[config.mk]
export PLATFORM = sky130hd
export DESIGN_NAME = reducao_media
export DESIGN_NICKNAME = d
export VERILOG_FILES = /design/src/rtl/reducao_pkg.sv /design/src/rtl/media_divisor.sv /design/src/rtl/reducao_media.sv
export SDC_FILE = /design/constraint.sdc
export NUM_CORES = 1
export LEC_CHECK = 0
export ABC_AREA = 1
export CORE_AREA = 8 8 66 82
export DETAILED_ROUTE_END_ITERATION = 7
export DIE_AREA = 0 0 74 90
export PLACE_DENSITY = 0.9
export SETUP_SLACK_MARGIN = 0.1
export SYNTH_ARGS = -nofsm -noshare
export SYNTH_HDL_FRONTEND = slang
export SYNTH_SLANG_ARGS = --single-unit
export TNS_END_PERCENT = 10
[constraint.sdc]
create_clock -name clk -period 2.65 [get_ports clk]
set_input_delay 0.53 -clock clk [delete_from_list [all_inputs] [get_ports clk]]
set_output_delay 0.53 -clock clk [all_outputs]
set_load 0.01 [all_outputs]
[src/rtl/reducao_pkg.sv]
// Shared types and constants for the block-average downscaler.
package reducao_pkg;

    localparam int unsigned ACC_W     = 12;
    localparam int unsigned MAX_FATOR = 4;
    localparam int unsigned CNT_W     = $clog2(MAX_FATOR);
    localparam int unsigned SHIFT_W   = 3;

    typedef enum logic [1:0] {
        OCIOSO = 2'd0,
        ACUM   = 2'd1,
        SAIDA  = 2'd2
    } estado_t;

    // log2(fator^2) for a given escala; illegal scales behave as fator = 1.
    function automatic logic [SHIFT_W-1:0] escala_shift(input logic [2:0] escala);
        case (escala)
            3'd2:    return SHIFT_W'(2);
            3'd4:    return SHIFT_W'(4);
            default: return SHIFT_W'(0);
        endcase
    endfunction

    // fator - 1, the last column/row index inside a block.
    function automatic logic [CNT_W-1:0] escala_lim(input logic [2:0] escala);
        case (escala)
            3'd2:    return CNT_W'(1);
            3'd4:    return CNT_W'(3);
            default: return CNT_W'(0);
        endcase
    endfunction

endpackage

[src/rtl/media_divisor.sv]
// Round-half-up divide of the block sum by fator^2 (a power of two).
module media_divisor
    import reducao_pkg::*;
#(
    parameter int unsigned PIX_W = 8,
    parameter int unsigned ACC_W = reducao_pkg::ACC_W
) (
    input  logic [ACC_W-1:0]   acc_i,
    input  logic [SHIFT_W-1:0] shift_i,
    output logic [PIX_W-1:0]   media_o
);

    localparam int unsigned SOMA_W = ACC_W + 1;

    logic [SOMA_W-1:0] meio;
    logic [SOMA_W-1:0] soma;

    always_comb begin
        meio    = '0;
        if (shift_i != '0) begin
            meio = SOMA_W'(1) << (shift_i - SHIFT_W'(1));
        end
        soma    = SOMA_W'(acc_i) + meio;
        media_o = PIX_W'(soma >> shift_i);
    end

endmodule

[src/rtl/reducao_media.sv]
// Block-average downscaler: one rounded mean per fator x fator block.
// Optional offset ordering check enabled by defining BLOCK_OFFSET_CHECK_EN.
module reducao_media #(
    parameter int unsigned PIX_W = 8,
    parameter int unsigned ACC_W = reducao_pkg::ACC_W
) (
    input  logic             clk,
    input  logic             rst_n,
    input  logic             enable,
    input  logic [PIX_W-1:0] pixel_in,
    input  logic [3:0]       offset_x,
    input  logic [3:0]       offset_y,
    input  logic [2:0]       escala,
    output logic             ready,
    output logic [PIX_W-1:0] pixel_out,
    output logic             done,
    output logic             erro
);

    import reducao_pkg::*;

    estado_t            estado_q, estado_d;
    logic [ACC_W-1:0]   acc_q, acc_d;
    logic [CNT_W-1:0]   cont_x_q, cont_x_d;
    logic [CNT_W-1:0]   cont_y_q, cont_y_d;
    logic [CNT_W-1:0]   lim_q, lim_d;
    logic [SHIFT_W-1:0] shift_q, shift_d;
    logic               err_q, err_d;
    logic [PIX_W-1:0]   pixel_out_q;
    logic               done_q;
    logic               erro_q;
    logic [PIX_W-1:0]   media;
    logic               desvio;

`ifdef BLOCK_OFFSET_CHECK_EN
    // Counters hold the expected in-block position of the next pixel.
    assign desvio = (offset_x != 4'(cont_x_q)) || (offset_y != 4'(cont_y_q));
`else
    logic unused_offsets;
    assign desvio         = 1'b0;
    assign unused_offsets = ^{offset_x, offset_y};
`endif

    media_divisor #(
        .PIX_W (PIX_W),
        .ACC_W (ACC_W)
    ) u_divisor (
        .acc_i   (acc_q),
        .shift_i (shift_q),
        .media_o (media)
    );

    // Next-state: accumulation, block position and sticky order flag.
    always_comb begin
        estado_d = estado_q;
        acc_d    = acc_q;
        cont_x_d = cont_x_q;
        cont_y_d = cont_y_q;
        lim_d    = lim_q;
        shift_d  = shift_q;
        err_d    = err_q;
        unique case (estado_q)
            OCIOSO: begin
                if (enable) begin
                    lim_d    = escala_lim(escala);
                    shift_d  = escala_shift(escala);
                    acc_d    = ACC_W'(pixel_in);
                    cont_x_d = CNT_W'(1);
                    cont_y_d = '0;
                    err_d    = desvio;
                    estado_d = (escala_lim(escala) == '0) ? SAIDA : ACUM;
                end
            end
            ACUM: begin
                if (enable) begin
                    acc_d = acc_q + ACC_W'(pixel_in);
                    err_d = err_q | desvio;
                    if (cont_x_q == lim_q) begin
                        cont_x_d = '0;
                        cont_y_d = cont_y_q + CNT_W'(1);
                        if (cont_y_q == lim_q) begin
                            estado_d = SAIDA;
                        end
                    end else begin
                        cont_x_d = cont_x_q + CNT_W'(1);
                    end
                end
            end
            SAIDA: begin
                acc_d    = '0;
                cont_x_d = '0;
                cont_y_d = '0;
                err_d    = 1'b0;
                estado_d = OCIOSO;
            end
            default: begin
                estado_d = OCIOSO;
            end
        endcase
    end

    always_ff @(posedge clk) begin
        if (!rst_n) begin
            estado_q    <= OCIOSO;
            acc_q       <= '0;
            cont_x_q    <= '0;
            cont_y_q    <= '0;
            lim_q       <= '0;
            shift_q     <= '0;
            err_q       <= 1'b0;
            pixel_out_q <= '0;
            done_q      <= 1'b0;
            erro_q      <= 1'b0;
        end else begin
            estado_q <= estado_d;
            acc_q    <= acc_d;
            cont_x_q <= cont_x_d;
            cont_y_q <= cont_y_d;
            lim_q    <= lim_d;
            shift_q  <= shift_d;
            err_q    <= err_d;
            done_q   <= (estado_q == SAIDA);
            erro_q   <= (estado_q == SAIDA) && err_q;
            if (estado_q == SAIDA) begin
                pixel_out_q <= media;
            end
        end
    end

    assign ready     = (estado_q != SAIDA);
    assign pixel_out = pixel_out_q;
    assign done      = done_q;
    assign erro      = erro_q;

endmodule

======== After elaboration in Yosys (flattened, before gate mapping) ========
Cells that the tools add are included.
word-level totals
  register bits after elaboration ......... 34
  input port bits ......................... 22
  output and inout port bits .............. 11
  word-level logic and storage cells ...... 63
operators by class
  add/sub/neg operators ................... 5
  equality and inequality tests ........... 11
  shift operators ......................... 2
  muxes and demuxes ....................... 24
  reductions and logical operators ........ 11
operators by type and width
  kind                                                 number
  one-hot mux 12 bit (3 select lines)                  1
  2-to-1 mux 2 bit                                     13
  2-to-1 mux 12 bit                                    2
  adder 12 x 13 -> 13 bit                              1
  2-to-1 mux 13 bit                                    1
  << shifter 1 x 3 -> 13 bit, first input constant     1
  right shift 13 x 3 -> 8 bit                          1
  adder 12 x 8 -> 12 bit                               1
  one-hot mux 2 bit (3 select lines)                   2
  != test 2 bit, second input constant                 5
  one-hot mux 2 bit (2 select lines)                   2
  AND reduction 4 bit                                  2
  one-hot mux 3 bit (2 select lines)                   1
  nonzero test 3 bit                                   2
  adder 2 x 1 -> 2 bit, second input constant          2
  equality test 2 bit                                  2
  zero test 2 bit                                      2
  AND reduction 2 bit                                  2
  equality test 3 x 2 -> 1 bit, second input constant  1
  equality test 3 bit, second input constant           1
  AND reduction 3 bit                                  1
  subtractor 3 x 1 -> 3 bit, second input constant     1
  equality test 2 x 1 -> 1 bit, second input constant  1
  equality test 2 bit, second input constant           1
  other kinds (4)                                      4

======== Longest topological paths before layout ========
Gate-level depths: netlist of run 1.
  depth in word-level cells ............... 8
  depth in mapped cells ................... 15
  mapped depth without buffers ............ 15

======== By module ========
A second synthesis of run 1 with hierarchy kept.
unflattened totals
  cell total of the unflattened synthesis .. 468
  area, all modules ....................... 2856.5 um^2
by module, submodules not included
  module         times used  cells an instance  area an instance (um^2)  seq. area each (um^2)
  reducao_media  1           271                1843.0                   600.6
  media_divisor  1           197                1013.5                   0.0

======== Worst setup path before layout of run 1 ========
Ideal clock, no wire load.
  kind .................................... input to register
  start point ............................. in pixel_in[0]
  end point ............................... reg acc_q[10]
  setup time .............................. 117 ps
  arrival time ............................ 1685 ps
  required time ........................... 2533 ps
  path slack .............................. 848 ps
  cell stages on the path ................. 10
  buffers on the path ..................... 0
  path through ............................ ha_1 > fa_1 > nand3_1 > nand3_1 > nand3_1 > nand3_1 > nand2_1 > o21ai_1 > nand2_1 > nor2_1
on the way
  cells in the longest elaborated chain, start to end .. 3
RTL lines
  what                                 line                  source
  start, declared                      reducao_media.sv:10   input logic [PIX_W-1:0] pixel_in,
  adder 12 x 8 -> 12 bit               reducao_media.sv:76   acc_d = acc_q + ACC_W'(pixel_in);
  2-to-1 mux 12 bit                    reducao_media.sv:75   if (enable) begin
  one-hot mux 12 bit (3 select lines)  reducao_media.sv:62   unique case (estado_q)
  end signal, assigned                 reducao_media.sv:105  acc_q <= '0;
  end signal, assigned                 reducao_media.sv:116  acc_q <= acc_d;
  end, declared                        reducao_media.sv:23   logic [ACC_W-1:0] acc_q, acc_d;
Every way passes these cells. The select of a mux whose other input is x is not followed.
A chain may end at the register's enable or synchronous reset.

======== Final worst setup path of run 1 ========
  start point ............................. reg estado_q[0]
  end point ............................... out ready
on the way
  cells in the longest elaborated chain, start to end .. 1
RTL lines
  what                    line                  source
  start, declared         reducao_media.sv:22   estado_t estado_q, estado_d;
  start signal, assigned  reducao_media.sv:115  estado_q <= estado_d;
  != test 2 bit           reducao_media.sv:130  assign ready = (estado_q != SAIDA);
  end, declared           reducao_media.sv:14   output logic ready,
Every way passes these cells.

==> flow_metrics.py, run 1 <==
metrics = {
    "outcome": {
        "outcome": "finished clean",
    },
    "floorplan": {
        "initial_core_util_pct": 56.8,
        "die_area_sq_um": 6660,
        "io_pins": 33,
        "num_rows": 27,
        "die_w_um": 74,
        "core-area_sq_um": 4220,
        "die_y_um": 90,
    },
    "cts": {
        "cts_buffers": 5,
        "cts_tree": "built",
        "cts.htree.levels": 2,
        "cts.sinks": 30,
        "holdBufCountCts": 0,
        "cts_resized": 0,
        "cts_setup_buffers": 0,
        "cts_buffer_depth": 2,
        "worstSkewPairLatency_ns": 0.29,
        "cts_root_buf": "clkbuf_8",
        "path_clk_slew_ns": 0.06,
    },
    "timing": {
        "rsz0062_at_grt": "no",
        "slew_viol_final": 0,
        "post-route-period-util_pct": 86.2,
        "hold_viol": 0,
        "skew_ns": 0.00340,
        "setup_violations": 0,
        "fin_ws_ns": 0.367,
        "fin_crit_ns": 2.28,
        "tns_ns": 0,
        "max_freq_mhz": 438,
    },
    "setup_path": {
        "critPathCaptureType": "output pin",
        "crit_path_max_incr_delay_ns": 0.59,
        "crit_path_top_delay_cell": "clkdlybuf4s50_1",
        "path_cells": "inv_1, ha_1, inv_1, clkdlybuf4s50_1",
        "crit_top_cell": "inv_1",
        "arrival_ns": 1.75,
        "start_kind": "flop",
        "crit_type": "flop to output pin",
        "cp.required_ns": 2.12,
        "cp_max_fo": 7,
    },
    "finish": {
        "antenna_cells": 0,
        "drive_gt1_share_pct": 7.26,
        "multi_input_area_sq_um": 1530,
        "final_nets": 452,
        "final_cell_area_sq_um": 2770,
        "fillCellCount": 403,
        "seq_area_sq_um": 601,
        "area_growth_pct": 15.3,
    },
    "placed_design": {
        "port_buffers": 23,
        "place.gp.congestion": 0.938,
        "place_hpwl_um": 4540,
        "place_area_sq_um": 2670,
        "pre_cts_ws_ns": 0.222,
    },
    "yosys": {
        "synth_top_area_cell": "dfxtp_1",
        "syn_area_per_cell_sq_um": 6.21,
        "yosysUniqueCellTypes": 30,
        "synth_area_leaders": "dfxtp_1 25%, nand2_1 15%, nand3_1 10%",
        "synth_flop_cell": "dfxtp_1",
        "yosysWarningCount": 0,
        "async_flop_share_pct": 0,
        "yosysMostFrequentCell": "nand2_1",
        "synthCells": 386,
        "synth_edf_count": 0,
        "ys_seq_elements": 30,
        "synth_seq_area_share_pct": 25.0,
        "synth_area_sq_um": 2400,
        "synth_top_area_share_pct": 25.0,
        "ys_top_cells_by_count": "95 x nand2_1, 50 x inv_1, 50 x nand3_1, 41 x a21oi_1, 30 x dfxtp_1",
    },
    "drt": {
        "via_count": 2530,
        "routed_wl_um": 5810,
        "first_pass_iters": 5,
        "drt_iter0_drc": 151,
        "wl_per_cell_um": 12.3,
        "drtAntennaViolNets": 0,
        "drc": 0,
        "avgViaCountPerCell": 5.37,
    },
    "pwr": {
        "power_frac_seq_pct": 30.6,
        "power.switching_w": 0.00106,
        "power_leakage_nw": 1.35,
        "switching_share_pct": 45.2,
        "vdd_ir_drop_max_mv": 0.671,
        "internal-power_w": 0.00128,
        "powerDensity_nw_per_um2": 843,
        "p_comb_share_pct": 52.9,
        "p_clk_share_pct": 16.5,
    },
    "global_route": {
        "track_usage_pct": 18.7,
        "grt_pass1_vias": 2537,
        "grt_pass1_wl_um": 10200,
        "antenna_found_initial": 0,
        "grt_max_degree": 17,
        "overflow": 0,
    },
    "job": {
        "drv_cap": 0,
    },
    "hold_path": {
        "min_path_type": "flop to flop",
    },
}
per-layer routing:
metal / vias to the layer above / track usage (%) / wire [um]
met5: - / 0 / 0
met4: 0 / 12.9 / 219
met3: 21 / 3.78 / 289
met2: 62 / 32.6 / 3020
met1: 1137 / 18.7 / 2280
li1: 1310 / - / -
power groups by stage:
stage | Combinational, W | Sequential [W] | Clock, W
after global routing | 0.00140 | 0.000730 | 0.000409
after floorplan | 0.000921 | 0.000692 | 0
after CTS | 0.00123 | 0.000712 | 0.000391
after detailed placement | 0.00122 | 0.000721 | 0
after global placement | 0.00119 | 0.000715 | 0
final | 0.00123 | 0.000714 | 0.000385
state kept, by name (all words and copies together), names as in the netlist:
| register | flops |
|---|---|
| pixel_out | 8 |
| estado_q | 2 |
| done | 1 |
| acc_q | 12 |
| cont_x_q | 2 |
| lim_q | 1 |
| cont_y_q | 2 |
| shift_q | 2 |
stage by stage:
stage          total power, W  hold slack (ns)  instances  util (%)
6_report              0.00233            0.464        471      65.5
5_1_grt               0.00254            0.499        471      65.5
4_1_cts               0.00233            0.469        471      65.5
3_5_place_dp          0.00195            0.459        463      63.3
3_3_place_gp          0.00190            0.456        463      63.3
2_1_floorplan         0.00161            0.464        387         -
cells by family after synthesis:
kind of cell	share of synthesized area, %
buffers and inverters	11.5
and+or+nand+nor	34.6
other	0.156
DFF	25.0
xor gates and xnor gates	2.92
adders and majority gates	9.70
AOI/OAI and AO/OA	16.1
final cells by class:
type / count / share of cell area, %
clock inverter: 1 / 0.181
multi-input combinational: 292 / 55.2
timing repair buffer: 28 / 9.68
tap: 58 / 2.62
sequential: 30 / 21.7
clock buffer: 7 / 3.12
inverter: 55 / 7.47
critical path: cells and delay by family, from the launching register on:
| family | cells | cell delay, ns |
|---|---|---|
| flops | 1 | 0.38 |
| fa+ha+maj | 1 | 0.22 |
| buf+inv | 3 | 0.87 |
layout by cell type (no fill, tap or decap), drive strengths merged:
cell and count:
clkdlybuf4s50 23, nor2 31, ha 17, o21ai 26
fa 1, o21a 1, buf 5, nor3 1
nand3b 1, clkinv 1, conb 2, clkbuf 7
dfxtp 30, o21bai 2, a31oi 2, a21oi 42
inv 55, a211oi 1, xnor2 3, nand2 102
xor2 5, nand3 51, nand4 4
worst paths after layout:
path	startpoint	to	slack (ns)	cells past startpoint
worst min register to register	pixel_out[0]	pixel_out[0]	0.46	2
worst max-delay path	estado_q[0]	ready	0.37	4
worst max register to register	shift_q[1]	pixel_out[7]	0.54	15
worst min-delay path	pixel_out[0]	pixel_out[0]	0.46	2
No activity file was read; power rests on OpenSTA's default activity.
==> run 2: changes to the inputs <==
Settings changed: CORE_AREA 8 8 66 82 to 3 3 61 77, DIE_AREA 0 0 74 90 to 0 0 64 80.
==> run 2 against run 1 <==
Sequential share of layout area rose by 0.18 points. Clock skew up 0.0059 ns. Worst setup slack got worse by 0.0078 ns. Critical path depth stayed put. Fmax shrank 0.34%. Sequential power about the same. Core utilization rose by 2.0 points. Critical path type unchanged. Critical endpoint unchanged. Highest routed layer unchanged.
==> flow_metrics.py, run 2 (synthesis results as in run 1) <==
metrics = {
    "setup_path": {
        "path_cells": "inv_1, ha_2, inv_2, clkdlybuf4s50_1",
        "crit_type": "flop to output pin",
        "cp.required_ns": 2.12,
        "reg2reg_depth": 11,
        "start_kind": "flop",
        "path_buf_inv": 3,
        "reg2reg_slack_ns": 0.49,
        "reg2reg_from": "shift_q[2]",
        "crit_path_max_incr_delay_ns": 0.55,
        "critPathCaptureType": "output pin",
        "crit_path_top_delay_cell": "clkdlybuf4s50_1",
        "arrival_ns": 1.76,
        "cp_max_fo": 13,
        "timing.rr.end": "pixel_out[4]",
        "crit_family": "buffers and inverters",
    },
    "global_route": {
        "grt_max_degree": 17,
        "grt_pass1_vias": 2457,
        "grt_pass1_wl_um": 10200,
        "track_usage_pct": 25.1,
        "overflow": 0,
        "antenna_found_initial": 0,
    },
    "cts": {
        "cts.htree.levels": 2,
        "path_clk_slew_ns": 0.06,
        "holdBufCountCts": 0,
        "cts_tree": "built",
        "cts_buffers": 5,
        "worstSkewPairLatency_ns": 0.28,
        "cts_setup_buffers": 0,
        "cts_buffer_depth": 2,
        "cts_resized": 0,
        "cts.sinks": 30,
        "cts_root_buf": "clkbuf_8",
    },
    "floorplan": {
        "die_y_um": 80,
        "initial_core_util_pct": 59.0,
        "die_area_sq_um": 5120,
        "num_rows": 26,
        "io_pins": 33,
        "die_w_um": 64,
        "core-area_sq_um": 4070,
    },
    "timing": {
        "tns_ns": 0,
        "fin_crit_ns": 2.29,
        "post-route-period-util_pct": 86.5,
        "setup_violations": 0,
        "hold_viol": 0,
        "slew_viol_final": 0,
        "max_freq_mhz": 436,
        "rsz0062_at_grt": "no",
        "skew_ns": 0.00931,
    },
    "placed_design": {
        "place_area_sq_um": 2660,
        "place.gp.congestion": 0.915,
        "place_hpwl_um": 4360,
        "port_buffers": 23,
    },
    "finish": {
        "drive_gt1_share_pct": 7.06,
        "layout_commonest_cell": "nand2_1",
        "area_growth_pct": 14.3,
        "final_cell_mix": "95 x nand2_1, 50 x nand3_1, 49 x inv_1",
        "largest_reg_flops": 12,
        "regMostFlops": "acc_q",
        "antenna_cells": 0,
        "fin_util_pct": 67.4,
        "final_cell_area_sq_um": 2740,
        "final_nets": 451,
    },
    "hold_path": {
        "holdPathEnd": "pixel_out[0]",
        "min_path_cells": 2,
        "min_path_type": "flop to flop",
        "min-delay-start": "pixel_out[0]",
    },
    "drt": {
        "drc": 0,
        "via_count": 2553,
        "first_pass_iters": 7,
        "wl_per_cell_um": 12.3,
        "drt_iter0_drc": 125,
        "avgViaCountPerCell": 5.47,
        "routed_wl_um": 5750,
        "drtAntennaViolNets": 0,
    },
    "pwr": {
        "power_leakage_nw": 1.34,
        "vdd_ir_drop_max_mv": 0.599,
        "powerDensity_nw_per_um2": 837,
    },
    "job": {
        "drv_cap": 0,
    },
    "outcome": {
        "outcome": "finished clean",
    },
}
-- run 2: cell types whose count changed in the layout (fill, tap and decap cells not counted), sizes merged --
cell    delta
buf        -1
clkinv     -1
-- run 2: worst min-delay path, delay by kind of cell (launching register included) --
family / cells / cell delay, ns
flops: 1 / 0.31
simple gates: 1 / 0.06
compound gates: 1 / 0.06
-- run 2: per-stage QoR --
step / std cells / total power (W) / worst slack [ns] / hold slack, ns
after global placement: 460 / 0.00188 / 0.264 / 0.458
final: 467 / 0.00229 / 0.359 / 0.473
after floorplan: 387 / 0.00161 / 0.848 / 0.464
after CTS: 467 / 0.00228 / 0.141 / 0.474
after detailed placement: 460 / 0.00193 / 0.210 / 0.465
after global routing: 467 / 0.00251 / 0.216 / 0.499
-- run 2: how the worst max path moves through the flow --
stage	start	slack, ns	endpoint	cells past startpoint
3_3_place_gp	pixel_in[0]	0.26	acc_q[10]	11
4_1_cts	estado_q[0]	0.14	ready	4
2_1_floorplan	pixel_in[0]	0.85	acc_q[10]	10
3_5_place_dp	pixel_in[0]	0.21	acc_q[10]	11
5_1_grt	shift_q[2]	0.22	pixel_out[2]	12
6_report	estado_q[0]	0.36	ready	4
-- run 2: power by group --
part	internal, W	switching (W)
sequential	0.000579	0.000132
combinational	0.000485	0.000755
clock	0.000180	0.000163
total	0.00124	0.00105
-- run 2: layout make-up --
| class | instances | area (sq um) |
|---|---|---|
| clock buffer | 7 | 76.3 |
| inverter | 55 | 206 |
| fill | 376 | 1320 |
| timing repair buffer | 27 | 260 |
| tap | 56 | 70.1 |
| multi-input combinational | 292 | 1530 |
| sequential | 30 | 601 |
-- run 2: layer usage --
metal	wire [um]	vias to the layer above	GRT usage [%]
li1	-	1307	-
met3	264	19	4.08
met2	2970	63	46.2
met4	240	0	14.3
met5	0	-	0
met1	2280	1164	26.4
